### config.mk
export PLATFORM = sky130hd
export DESIGN_NAME = lane_detector
export DESIGN_NICKNAME = d
export VERILOG_FILES = /design/src/rtl/lane_detector_pkg.sv /design/src/rtl/lane_counter.sv /design/src/rtl/lane_detector.sv
export SDC_FILE = /design/constraint.sdc
export NUM_CORES = 1
export LEC_CHECK = 0
export ABC_AREA = 1
export CORE_UTILIZATION = 50
export DETAILED_ROUTE_END_ITERATION = 6
export PLACE_DENSITY = 0.72
export SYNTH_ARGS = -nofsm -noshare
export SYNTH_HDL_FRONTEND = slang
export SYNTH_HIERARCHICAL = 1
export SYNTH_SLANG_ARGS = --single-unit
### constraint.sdc
create_clock -name CLK -period 5.9 [get_ports CLK]
set_input_delay 1.77 -clock CLK [delete_from_list [all_inputs] [get_ports CLK]]
set_output_delay 1.77 -clock CLK [all_outputs]
set_load 0.05 [all_outputs]
### src/rtl/lane_detector_pkg.sv
// Shared widths, types and helpers for the lane detector.
package lane_detector_pkg;

    localparam int NUM_LANES = 5;
    localparam int CNT_W     = 8;
    localparam int COORD_W   = 11;

    typedef logic [NUM_LANES-1:0] lanes_t;
    typedef logic [CNT_W-1:0]     count_t;
    typedef logic [COORD_W-1:0]   coord_t;

    localparam count_t CNT_MAX   = '1;
    localparam coord_t COORD_MAX = '1;

    // First column of lane window idx.
    function automatic int lane_start(input int lane0_x, input int pitch, input int idx);
        return lane0_x + idx * pitch;
    endfunction

endpackage

### src/rtl/lane_counter.sv
// One lane window: column compare, 8-bit saturating pixel counter with
// clear, and the note threshold compare.
module lane_counter
    import lane_detector_pkg::*;
#(
    parameter int WIN_START = 400,
    parameter int WIN_WIDTH = 32,
    parameter int MIN_COUNT = 8
) (
    input  logic        clk,
    input  logic        rst,
    input  logic [10:0] x,
    input  logic        pix_en,
    input  logic        clr,
    output logic        hit
);

    localparam coord_t WIN_LO = coord_t'(WIN_START);
    localparam coord_t WIN_HI = coord_t'(WIN_START + WIN_WIDTH - 1);
    localparam count_t THRESH = count_t'(MIN_COUNT);

    logic   in_win;
    count_t count_d;
    count_t count_q;

    // Current column falls inside this lane's window.
    always_comb begin
        in_win = (x >= WIN_LO) && (x <= WIN_HI);
    end

    // Clear has priority; otherwise count qualified pixels, holding at full scale.
    always_comb begin
        count_d = count_q;
        if (clr) begin
            count_d = '0;
        end else if (pix_en && in_win && (count_q != CNT_MAX)) begin
            count_d = count_q + count_t'(1);
        end
    end

    // Counter register.
    always_ff @(posedge clk or posedge rst) begin
        if (rst) begin
            count_q <= '0;
        end else begin
            count_q <= count_d;
        end
    end

    // A note is present once enough edge pixels landed in the window.
    always_comb begin
        hit = (count_q >= THRESH);
    end

endmodule

### src/rtl/lane_detector.sv
// Lane detector: tracks column/row of the incoming edge stream, counts set
// pixels in five lane windows on one scan row, and publishes a per-frame
// 5-bit result through a valid/ack handshake with a sticky overrun flag.
module lane_detector
    import lane_detector_pkg::*;
#(
    parameter int H_ACTIVE   = 1280,
    parameter int SCAN_ROW   = 600,
    parameter int LANE0_X    = 400,
    parameter int LANE_PITCH = 96,
    parameter int LANE_WIDTH = 32,
    parameter int MIN_COUNT  = 8
) (
    input  logic        CLK,
    input  logic        RST,
    input  logic        VSync,
    input  logic        HSync,
    input  logic        VDE,
    input  logic        ProcessIn,
    input  logic        Enable,
    input  logic        LanesAck,
    output logic [4:0]  Lanes,
    output logic        LanesValid,
    output logic        Overrun,
    output logic [10:0] RowCount
);

    localparam coord_t X_MAX  = coord_t'(H_ACTIVE - 1);
    localparam coord_t SCAN_Y = coord_t'(SCAN_ROW);

    logic   vde_q;
    logic   vsync_q;
    coord_t x_d;
    coord_t x_q;
    coord_t y_d;
    coord_t y_q;
    lanes_t lanes_d;
    lanes_t lanes_q;
    logic   valid_d;
    logic   valid_q;
    logic   overrun_d;
    logic   overrun_q;

    logic   vde_fall;
    logic   vsync_rise;
    logic   on_scan_row;
    logic   pix_en;
    logic   commit;
    logic   cnt_clr;
    lanes_t lane_hit;

    // HSync travels with the video bundle but line boundaries are taken from VDE.
    logic unused_hsync;
    assign unused_hsync = HSync;

    // Edge detects and per-cycle qualifiers; the row value seen here is the
    // pre-increment one, so the commit on a VDE fall belongs to the row just ended.
    always_comb begin
        vde_fall    = vde_q & ~VDE;
        vsync_rise  = VSync & ~vsync_q;
        on_scan_row = (y_q == SCAN_Y);
        pix_en      = Enable & on_scan_row & VDE & ProcessIn;
        commit      = Enable & on_scan_row & vde_fall;
        cnt_clr     = ~Enable | commit;
    end

    // Column counter: holds the index of the pixel currently on the input.
    always_comb begin
        x_d = x_q;
        if (vde_fall) begin
            x_d = '0;
        end else if (VDE && (x_q != X_MAX)) begin
            x_d = x_q + coord_t'(1);
        end
    end

    // Row counter: a VSync rise wins over a coincident end of line.
    always_comb begin
        y_d = y_q;
        if (vsync_rise) begin
            y_d = '0;
        end else if (vde_fall && (y_q != COORD_MAX)) begin
            y_d = y_q + coord_t'(1);
        end
    end

    // Result register and handshake: a commit always loads; an ack on the same
    // cycle counts as consuming the old result, so no overrun is flagged.
    always_comb begin
        lanes_d   = lanes_q;
        valid_d   = valid_q;
        overrun_d = overrun_q;
        if (commit) begin
            lanes_d = lane_hit;
            valid_d = 1'b1;
            if (LanesAck) begin
                overrun_d = 1'b0;
            end else if (valid_q) begin
                overrun_d = 1'b1;
            end
        end else if (LanesAck && valid_q) begin
            valid_d   = 1'b0;
            overrun_d = 1'b0;
        end
    end

    // Per-lane window counters.
    for (genvar i = 0; i < NUM_LANES; i++) begin : g_lane
        lane_counter #(
            .WIN_START (lane_start(LANE0_X, LANE_PITCH, i)),
            .WIN_WIDTH (LANE_WIDTH),
            .MIN_COUNT (MIN_COUNT)
        ) u_lane_counter (
            .clk    (CLK),
            .rst    (RST),
            .x      (x_q),
            .pix_en (pix_en),
            .clr    (cnt_clr),
            .hit    (lane_hit[i])
        );
    end

    // State registers.
    always_ff @(posedge CLK or posedge RST) begin
        if (RST) begin
            vde_q     <= 1'b0;
            vsync_q   <= 1'b0;
            x_q       <= '0;
            y_q       <= '0;
            lanes_q   <= '0;
            valid_q   <= 1'b0;
            overrun_q <= 1'b0;
        end else begin
            vde_q     <= VDE;
            vsync_q   <= VSync;
            x_q       <= x_d;
            y_q       <= y_d;
            lanes_q   <= lanes_d;
            valid_q   <= valid_d;
            overrun_q <= overrun_d;
        end
    end

    // Outputs straight from registers.
    always_comb begin
        Lanes      = lanes_q;
        LanesValid = valid_q;
        Overrun    = overrun_q;
        RowCount   = y_q;
    end

endmodule

After elaboration in Yosys (flattened, before gate mapping)
Index checks and enable logic that the tools add are counted.

Reductions and logical operators: 27. $add $sub $neg: 7. $lt $le $gt $ge: 15. Bitwise logic cells: 10. Mux-type cells: 19. Eq/ne operators: 9.

Operators with widths (number): $mux 8 (10); $le 11x10->1 const B (4); $mux 11 (4); $add 8x1->8 const B (5); $ge 8x4->1 const B (5); $ne 8x8->1 const B (5); $ge 11x10->1 const B (3); $add 11x1->11 const B (2); $ge 11x9->1 const B (2); $ne 11x11->1 const B (2); $logic_and 1x1->1 (18); $reduce_bool 2->1 (8); $eq 11x10->1 const B (1); $le 11x9->1 const B (1); $and 1x1->1 (6); $mux 1 (5); $ne 3x3->1 const B (1); $not 1->1 (3); $reduce_and 2->1 (1); $or 1x1->1 (1).

Register bits after elaboration: 71.

Logic depth before layout (Yosys ltp)
Gate-level depths: netlist of the first run.

Word-level depth: 8. Gate-level depth with buffers: 14. Mapped depth without buffers: 14.

Hierarchy
Netlist of the first run, hierarchy kept.

Modules (own cells, without submodules): lane_detector (area each 1869.3 µm², sequential area each 775.7 µm², cells an instance 252, times used 1); lane_counter (g_lane[2].u_lane_counter) (area each 649.4 µm², sequential area each 200.2 µm², cells an instance 104, times used 1); lane_counter (g_lane[1].u_lane_counter) (area each 643.1 µm², sequential area each 200.2 µm², cells an instance 100, times used 1); lane_counter (g_lane[3].u_lane_counter) (area each 630.6 µm², sequential area each 200.2 µm², cells an instance 100, times used 1); lane_counter (g_lane[0].u_lane_counter) (area each 611.8 µm², sequential area each 200.2 µm², cells an instance 97, times used 1); lane_counter (g_lane[4].u_lane_counter) (area each 610.6 µm², sequential area each 200.2 µm², cells an instance 97, times used 1).

Worst setup path before layout of the first run
Ideal clock, no wire load.

Kind: input to register. From: input port Enable. To: register g_lane[1].u_lane_counter.count_q[2]. Cell stages on the path: 10. Path buffers: 2. Data arrival time: 3.185 ns. Path slack: 2.650 ns. Setup time: 0.065 ns. Path through: nand2_1 nor2_1 nand4_2 buf_6 nand2_1 buf_2 clkinv_1 nand2_4 nand2_1 nand2_1.

Elaborated cells between the ends (all ways): 10. Those cells by class: 1 x mux; 6 x bitwise; 3 x reduce/logical.

RTL lines: start: declaration (line lane_detector.sv:20) `input logic Enable,`; $and 1x1->1 (2 in a row) (line lane_detector.sv:63) `commit = Enable & on_scan_row & vde_fall;`; $or 1x1->1 (*) (line lane_detector.sv:64) `cnt_clr = ~Enable | commit;`; via cnt_clr (line lane_detector.sv:49) `logic cnt_clr;`; $mux 8 or $reduce_bool 2->1 (tied branches); end signal: assignment (line lane_counter.sv:46) `count_q <= count_d;`; end: declaration (line lane_counter.sv:24) `count_t count_q;`.

Mark *: on every way through the listed nets, which the timed path passes. The rest lies on a longest branch. A chain may end at the register's enable or synchronous reset.

Worst setup path in the final report of the first run
From: input port VDE. To: register g_lane[1].u_lane_counter.count_q[4].

Cells in the longest elaborated chain, start to end: 5. Elaborated cells between the ends (all ways): 10. Those cells by class: 1 x mux; 6 x bitwise; 3 x reduce/logical.

RTL lines: start: declaration (line lane_detector.sv:18) `input logic VDE,`; $not 1->1 (*) (line lane_detector.sv:59) `vde_fall = vde_q & ~VDE;`; $and 1x1->1 (*) (line lane_detector.sv:59); $and 1x1->1 (*) (line lane_detector.sv:63); $or 1x1->1 (*) (line lane_detector.sv:64); via cnt_clr (line lane_detector.sv:49); $mux 8 or $reduce_bool 2->1 (tied branches).

Marks and branches as above.

==> out/metrics.yaml, run 1 <==
yosys:
  yosys.area.top_type: "dfrtp_1"
  synthArstFlopShare: 1.000
  synth.avg_cell_area_um2: 6.686
  netlist_area_um2: 5015
  synth_top_flop_cell: "dfrtp_1"
  synth_nets: 771
  synthTopCellsByArea: "dfrtp_1 35%, nand2_1 18%, nand3_1 11%"
  seq_area_frac_synth: 0.3543
  synth_cell_types: 33
  syn_inst: 750
  ys_seq_elements: 71
  synth-edff-count: 0
  synth_top_area_frac: 0.3543
  yosysWarnings: 6
sta:
  max_freq_mhz: 235.8
  fin_tns_setup_ns: 0
  fin_skew_ns: 0.007635
  final-setup-viol-count: 0
  tightest_slew_ns: 0.5628
  period_minus_slack_ns: 4.240
  slew_violations: 0
  grt_setup_unrepaired: "no"
  hold_violations: 0
  slew_headroom: 0.6248
  min_period_over_period: 0.7187
place:
  place_congestion: 0.8907
  hpwl_mm: 7.713
  place_inst: 901
  port_buffers: 24
hold_path:
  hold_depth: 2
  hold_start: "Lanes[2]$_DFFE_PP0P_"
  min_to: "Lanes[2]$_DFFE_PP0P_"
  hold_class: "reg -> reg"
setup_path:
  critical-path-max-stage-delay_ns: 0.59
  cp_common_cell: "nand2_1"
  crit_path_start_kind: "primary input"
  cp_slowest_cell: "nand2_1"
  required_ns: 6.19
  worst-path-max-fanout: 13
  crit_chain: "clkdlybuf4s50_1, buf_4, nor2_4, nand4_2, nand2_1, clkinv_1, nand2_4, nand2_1, nand2_1"
  path_delay_family: "simple AND/OR/NAND/NOR gates"
  reg2regPathDepth: 10
  r2r_end: "g_lane[1].u_lane_counter/count_q[4]$_DFFE_PP0P_"
  worst-setup-path-type: "in -> reg"
  worst-path-buf-inv: 3
  arrival_ns: 4.53
  r2r_start: "RowCount[0]$_DFFE_PP0P_"
  r2r_slack_ns: 3.07
  critPathCaptureType: "register"
global_routing:
  grt.overflow.total: 0
  antenna_found_initial: 0
  grt_max_degree: 20
  grt_usage: 0.2206
  grt_pass1_wl_mm: 18.29
  grt_pass1_vias: 4161
final_layout:
  fin_nets: 800
  mostFrequentLayoutCell: "nand2_1"
  final_cells: 915
  syn_to_final_growth_pct: 10.55
  drive_gt1_frac: 0.09079
  antenna_cells: 0
  nFillCells: 941
  final_cell_mix: "243 x nand2_1, 108 x nand3_1, 102 x inv_1, 101 x nor2_1, 71 x dfrtp_1"
clocking:
  ctsHtreeMaxLevel: 3
  cts_hold_buffers: 0
  clockBufferDepth: 2
  cts_resized: 0
  cts_sinks: 71
  clk_pin_slew_ns: 0.07
  cts_tree: "yes"
  cts_root_buf: "clkbuf_8"
  postCtsSetupBuffers: 0
  numCtsBuffers: 9
  clock_latency_ns: 0.35
run:
  maxCapViolCount: 0
route:
  drt_iter0_markers: 210
  vias_per_cell: 5.073
  totalWireLength_mm: 10.73
  avgRoutedWirePerCell_um: 11.73
  vias: 4642
  detail-route-antenna-nets: 0
  firstDrtPassIters: 5
  drc: 0
pwr:
  ir_drop_mv: 0.1045
  leakagePower_nw: 2.686
  powerDensity_nw_per_um2: 192.5
outcome:
  status: "complete, no violations"
floorplan:
  rows: 36
  dieArea_um2: 10430
  die_y_um: 102.1
  io-pin-count: 26
  dieWidth_um: 102.1
  initial_core_util: 0.5154
  coreArea_um2: 9729
==> per-layer routing <==
layer	routed length, um	up-vias	share of wire	track usage
met1	4974	2155	0.46	0.2831
li1	-	2387	-	-
met5	0	-	0	0
met2	5165	86	0.48	0.3753
met4	165	0	0.015	0.08022
met3	422	14	0.039	0.03557
==> cells in the mapped netlist, types with 4 or more instances <==
| master | n |
|---|---|
| nand3_4 | 4 |
| nand3_2 | 4 |
| inv_1 | 102 |
| nor2_2 | 10 |
| ha_1 | 13 |
| dfrtp_1 | 71 |
| nor3_1 | 6 |
| o21ai_2 | 9 |
| o21ai_0 | 10 |
| nand4_1 | 11 |
| nand2_4 | 6 |
| xor2_1 | 7 |
| nor2_1 | 101 |
| nand2_1 | 243 |
| nand2_2 | 12 |
| nand3_1 | 108 |
==> worst max-delay path by stage <==
stage,start,end,cells after the start
after global placement,VDE,g_lane[3].u_lane_counter/count_q[3]$_DFFE_PP0P_,9
after detailed placement,VDE,g_lane[1].u_lane_counter/count_q[4]$_DFFE_PP0P_,9
after CTS,VDE,g_lane[1].u_lane_counter/count_q[3]$_DFFE_PP0P_,9
final,VDE,g_lane[1].u_lane_counter/count_q[4]$_DFFE_PP0P_,9
after floorplan,Enable,g_lane[1].u_lane_counter/count_q[2]$_DFFE_PP0P_,10
after global routing,VDE,g_lane[1].u_lane_counter/count_q[3]$_DFFE_PP0P_,9
==> power by group <==
group	switching (W)	leakage, nW	total, W	internal (W)
registers	0.0000347	0.971	0.000546	0.000512
clock network	0.000170	0.0854	0.000341	0.000171
logic	0.000119	1.63	0.000180	0.0000604
==> worst reg2reg max path: stages, from the launching register on <==
cell and delay [ns]:
dfrtp_1 0.42, inv_1 0.09, ha_1 0.19, nand2_1 0.06, nor2_1 0.16, nand4_2 0.41, nand2_1 0.59, clkinv_1 0.46
nand2_4 0.25, nand2_1 0.08, nand2_1 0.06
==> area by class of cell <==
type,instances,area (um^2),share of cell area
Clock inverter,1,5.005,0.0009027
Sequential cell,71,1777,0.3205
Inverter,107,401.6,0.07244
Clock buffer,13,158.9,0.02866
Tap cell,133,166.4,0.03002
Timing Repair Buffer,28,270.3,0.04875
Multi-Input combinational cell,562,2765,0.4988
==> logic make-up (layout without fill, tap and decap cells) <==
kind of cell             after synthesis  in the layout  share of synthesized area
flip-flops                            71             71                     0.3543
AND/OR/NAND/NOR                      516            516                     0.4706
XOR/XNOR                              10             10                    0.01747
adder cells (fa/ha/maj)               13             13                    0.03244
buffers and inverters                117            149                    0.09431
AO/OA/AOI/OAI                         23             23                    0.03094
==> per-stage QoR <==
stage          worst slack, ns  area [um^2]    util  hold slack, ns  power (W)
6_report                 1.660         5544  0.5698          0.4918   0.001067
5_1_grt                  1.533         5544  0.5698          0.5116   0.001130
4_1_cts                  1.709         5544  0.5698          0.4975   0.001082
3_5_place_dp             1.343         5380  0.5530          0.4812  0.0007367
3_3_place_gp             1.400         5380  0.5530          0.4687  0.0007316
2_1_floorplan            2.650         5015       -          0.4863  0.0006812
==> sequential cells by signal (all words and copies together), names as in the netlist <==
register                       cells
Overrun                            1
RowCount                          11
vsync_q                            1
Lanes                              5
LanesValid                         1
g_lane.u_lane_counter/count_q     40
vde_q                              1
x_q                               11
Power figures use the tool's default switching activity.
==> run 2: changes to the inputs <==
PLACE_DENSITY = 0.75   (was 0.72)
clock period = 3.7 ns   (was 5.9 ns; I/O delays follow)
==> out/metrics.yaml, run 2 (synthesized netlist as in run 1, its figures left out) <==
global_routing:
  grt_pass1_wl_mm: 19.32  # was 18.29 mm
  grt_pass1_vias: 4371  # was 4161
  grt_max_degree: 32  # was 20
  antenna_found_initial: 0  # unchanged
  grt_usage: 0.2344  # was 0.2206
  grt.overflow.total: 0  # unchanged
place:
  place_congestion: 0.8861  # was 0.8907
  place_ws_ns: 0.2589  # was 1.343 ns
  port_buffers: 24  # unchanged
  hpwl_mm: 7.782  # was 7.713 mm
setup_path:
  crit_path_start_kind: "primary input"  # unchanged
  r2r_start: "RowCount[0]$_DFFE_PP0P_"  # unchanged
  r2r_end: "g_lane[3].u_lane_counter/count_q[2]$_DFFE_PP0P_"  # was g_lane[1].u_lane_counter/count_q[4]$_DFFE_PP0P_
  reg2regPathDepth: 10  # unchanged
  critPathCaptureType: "register"  # unchanged
  arrival_ns: 3.35  # was 4.53 ns
  r2r_slack_ns: 1.22  # was 3.07 ns
  worst-setup-path-type: "in -> reg"  # unchanged
  required_ns: 3.99  # was 6.19 ns
  worst-path-max-fanout: 16  # was 13
sta:
  max_freq_mhz: 327.1
  period_minus_slack_ns: 3.057
  final-setup-viol-count: 0  # unchanged
  hold_ws_ns: 0.4907  # was 0.4918 ns
  fin_tns_setup_ns: 0  # unchanged
  hold_violations: 0  # unchanged
  tightest_slew_ns: 0.6750  # was 0.5628 ns
  grt_setup_unrepaired: "no"  # unchanged
  fin_skew_ns: 0.01125  # was 0.007635 ns
  min_period_over_period: 0.8262
  setup_slack_ns: 0.6429  # was 1.660 ns
  slew_violations: 0  # unchanged
  slew_headroom: 0.5489  # was 0.6248
hold_path:
  hold_start: "Lanes[1]$_DFFE_PP0P_"  # was Lanes[2]$_DFFE_PP0P_
  hold_class: "reg -> reg"  # unchanged
  min_to: "Lanes[1]$_DFFE_PP0P_"  # was Lanes[2]$_DFFE_PP0P_
  hold_depth: 2  # unchanged
route:
  drc: 0  # unchanged
  drt_iter0_markers: 352  # was 210
  totalWireLength_mm: 10.93  # was 10.73 mm
  firstDrtPassIters: 6  # was 5
  vias_per_cell: 5.067  # was 5.073
  vias: 4657  # was 4642
  avgRoutedWirePerCell_um: 11.89  # was 11.73 um
  detail-route-antenna-nets: 0  # unchanged
clocking:
  numCtsBuffers: 9  # unchanged
  clk_pin_slew_ns: 0.08  # was 0.07 ns
  cts_tree: "yes"  # unchanged
  clockBufferDepth: 2  # unchanged
  ctsHtreeMaxLevel: 3  # unchanged
  clock_latency_ns: 0.36  # was 0.35 ns
  cts_sinks: 71  # unchanged
  cts_root_buf: "clkbuf_8"  # unchanged
  cts_resized: 0  # unchanged
  postCtsSetupBuffers: 0  # unchanged
  cts_hold_buffers: 0  # unchanged
pwr:
  leakagePower_nw: 2.724  # was 2.686 nW
  ir_drop_mv: 0.1721  # was 0.1045 mV
  powerDensity_nw_per_um2: 334.1  # was 192.5 nW/um^2
  total_power_w: 0.001877  # was 0.001067 W
floorplan:
  dieArea_um2: 10430  # unchanged
  dieWidth_um: 102.1  # unchanged
  initial_core_util: 0.5154  # unchanged
  die_y_um: 102.1  # unchanged
  rows: 36  # unchanged
  io-pin-count: 26  # unchanged
  coreArea_um2: 9729  # unchanged
final_layout:
  final_cell_mix: "243 x nand2_1, 108 x nand3_1, 102 x inv_1, 101 x nor2_1, 71 x dfrtp_1"  # unchanged
  drive_gt1_frac: 0.09542  # was 0.09079
  fin_nets: 802  # was 800
  antenna_cells: 0  # unchanged
  regMostFlops: "g_lane.u_lane_counter/count_q"  # unchanged
  largest_reg_flops: 40  # unchanged
  mostFrequentLayoutCell: "nand2_1"  # unchanged
  syn_to_final_growth_pct: 12.05  # was 10.55%
outcome:
  status: "complete, no violations"  # unchanged
run:
  maxCapViolCount: 0  # unchanged
-- run 2: cell count changes in the layout (fill, tap and decap cells not counted), sizes merged --
cell,change
bufinv,+2
buf,+2
-- run 2: per-layer routing --
layer	part of all wire	GRT usage
met1	0.47	0.3010
met2	0.47	0.3841
met3	0.039	0.03694
met4	0.019	0.1176
met5	0	0
-- run 2: cell type report --
cell class              count  area (um^2)
fillers                   929         4110
repair buffers             30        285.3
clock inverters             3        65.06
inverters                 107        401.6
multi-input cells         562         2765
well taps                 133        166.4
flip-flops and latches     71         1777
clock buffers              13        158.9
-- run 2: where the power goes --
group          leakage, nW  total (W)  switching (W)  internal [W]
Clock                0.114   0.000714       0.000298      0.000416
Combinational         1.64   0.000292       0.000194     0.0000972
Sequential           0.971   0.000871      0.0000560      0.000816
Total                 2.72    0.00188       0.000548       0.00133
-- run 2: worst max path at each step --
stage / startpoint / to / slack [ns] / cells past startpoint
CTS: Enable / g_lane[3].u_lane_counter/count_q[2]$_DFFE_PP0P_ / 0.64 / 9
floorplan: Enable / g_lane[1].u_lane_counter/count_q[2]$_DFFE_PP0P_ / 1.11 / 10
finish: Enable / g_lane[3].u_lane_counter/count_q[2]$_DFFE_PP0P_ / 0.64 / 9
global route: Enable / g_lane[1].u_lane_counter/count_q[7]$_DFFE_PP0P_ / 0.42 / 9
detailed placement: Enable / g_lane[3].u_lane_counter/count_q[2]$_DFFE_PP0P_ / 0.26 / 9
global placement: Enable / g_lane[1].u_lane_counter/count_q[6]$_DFFE_PP0P_ / 0.29 / 9
-- run 2: critical path: stages --
cell and delay (ns):
clkdlybuf4s50_1 0.50, nand2_1 0.06, nor2_1 0.17, nand4_2 0.13
nand2_1 0.52, clkinv_1 0.47, nand2_4 0.23, nand2_1 0.07
nand2_1 0.07
-- run 2: stage by stage --
step           instances  area [um^2]    util
4_1_cts              919         5619  0.5775
2_1_floorplan        750         5015       -
5_1_grt              919         5619  0.5775
6_report             919         5619  0.5775
3_5_place_dp         903         5395  0.5545
3_3_place_gp         903         5395  0.5545
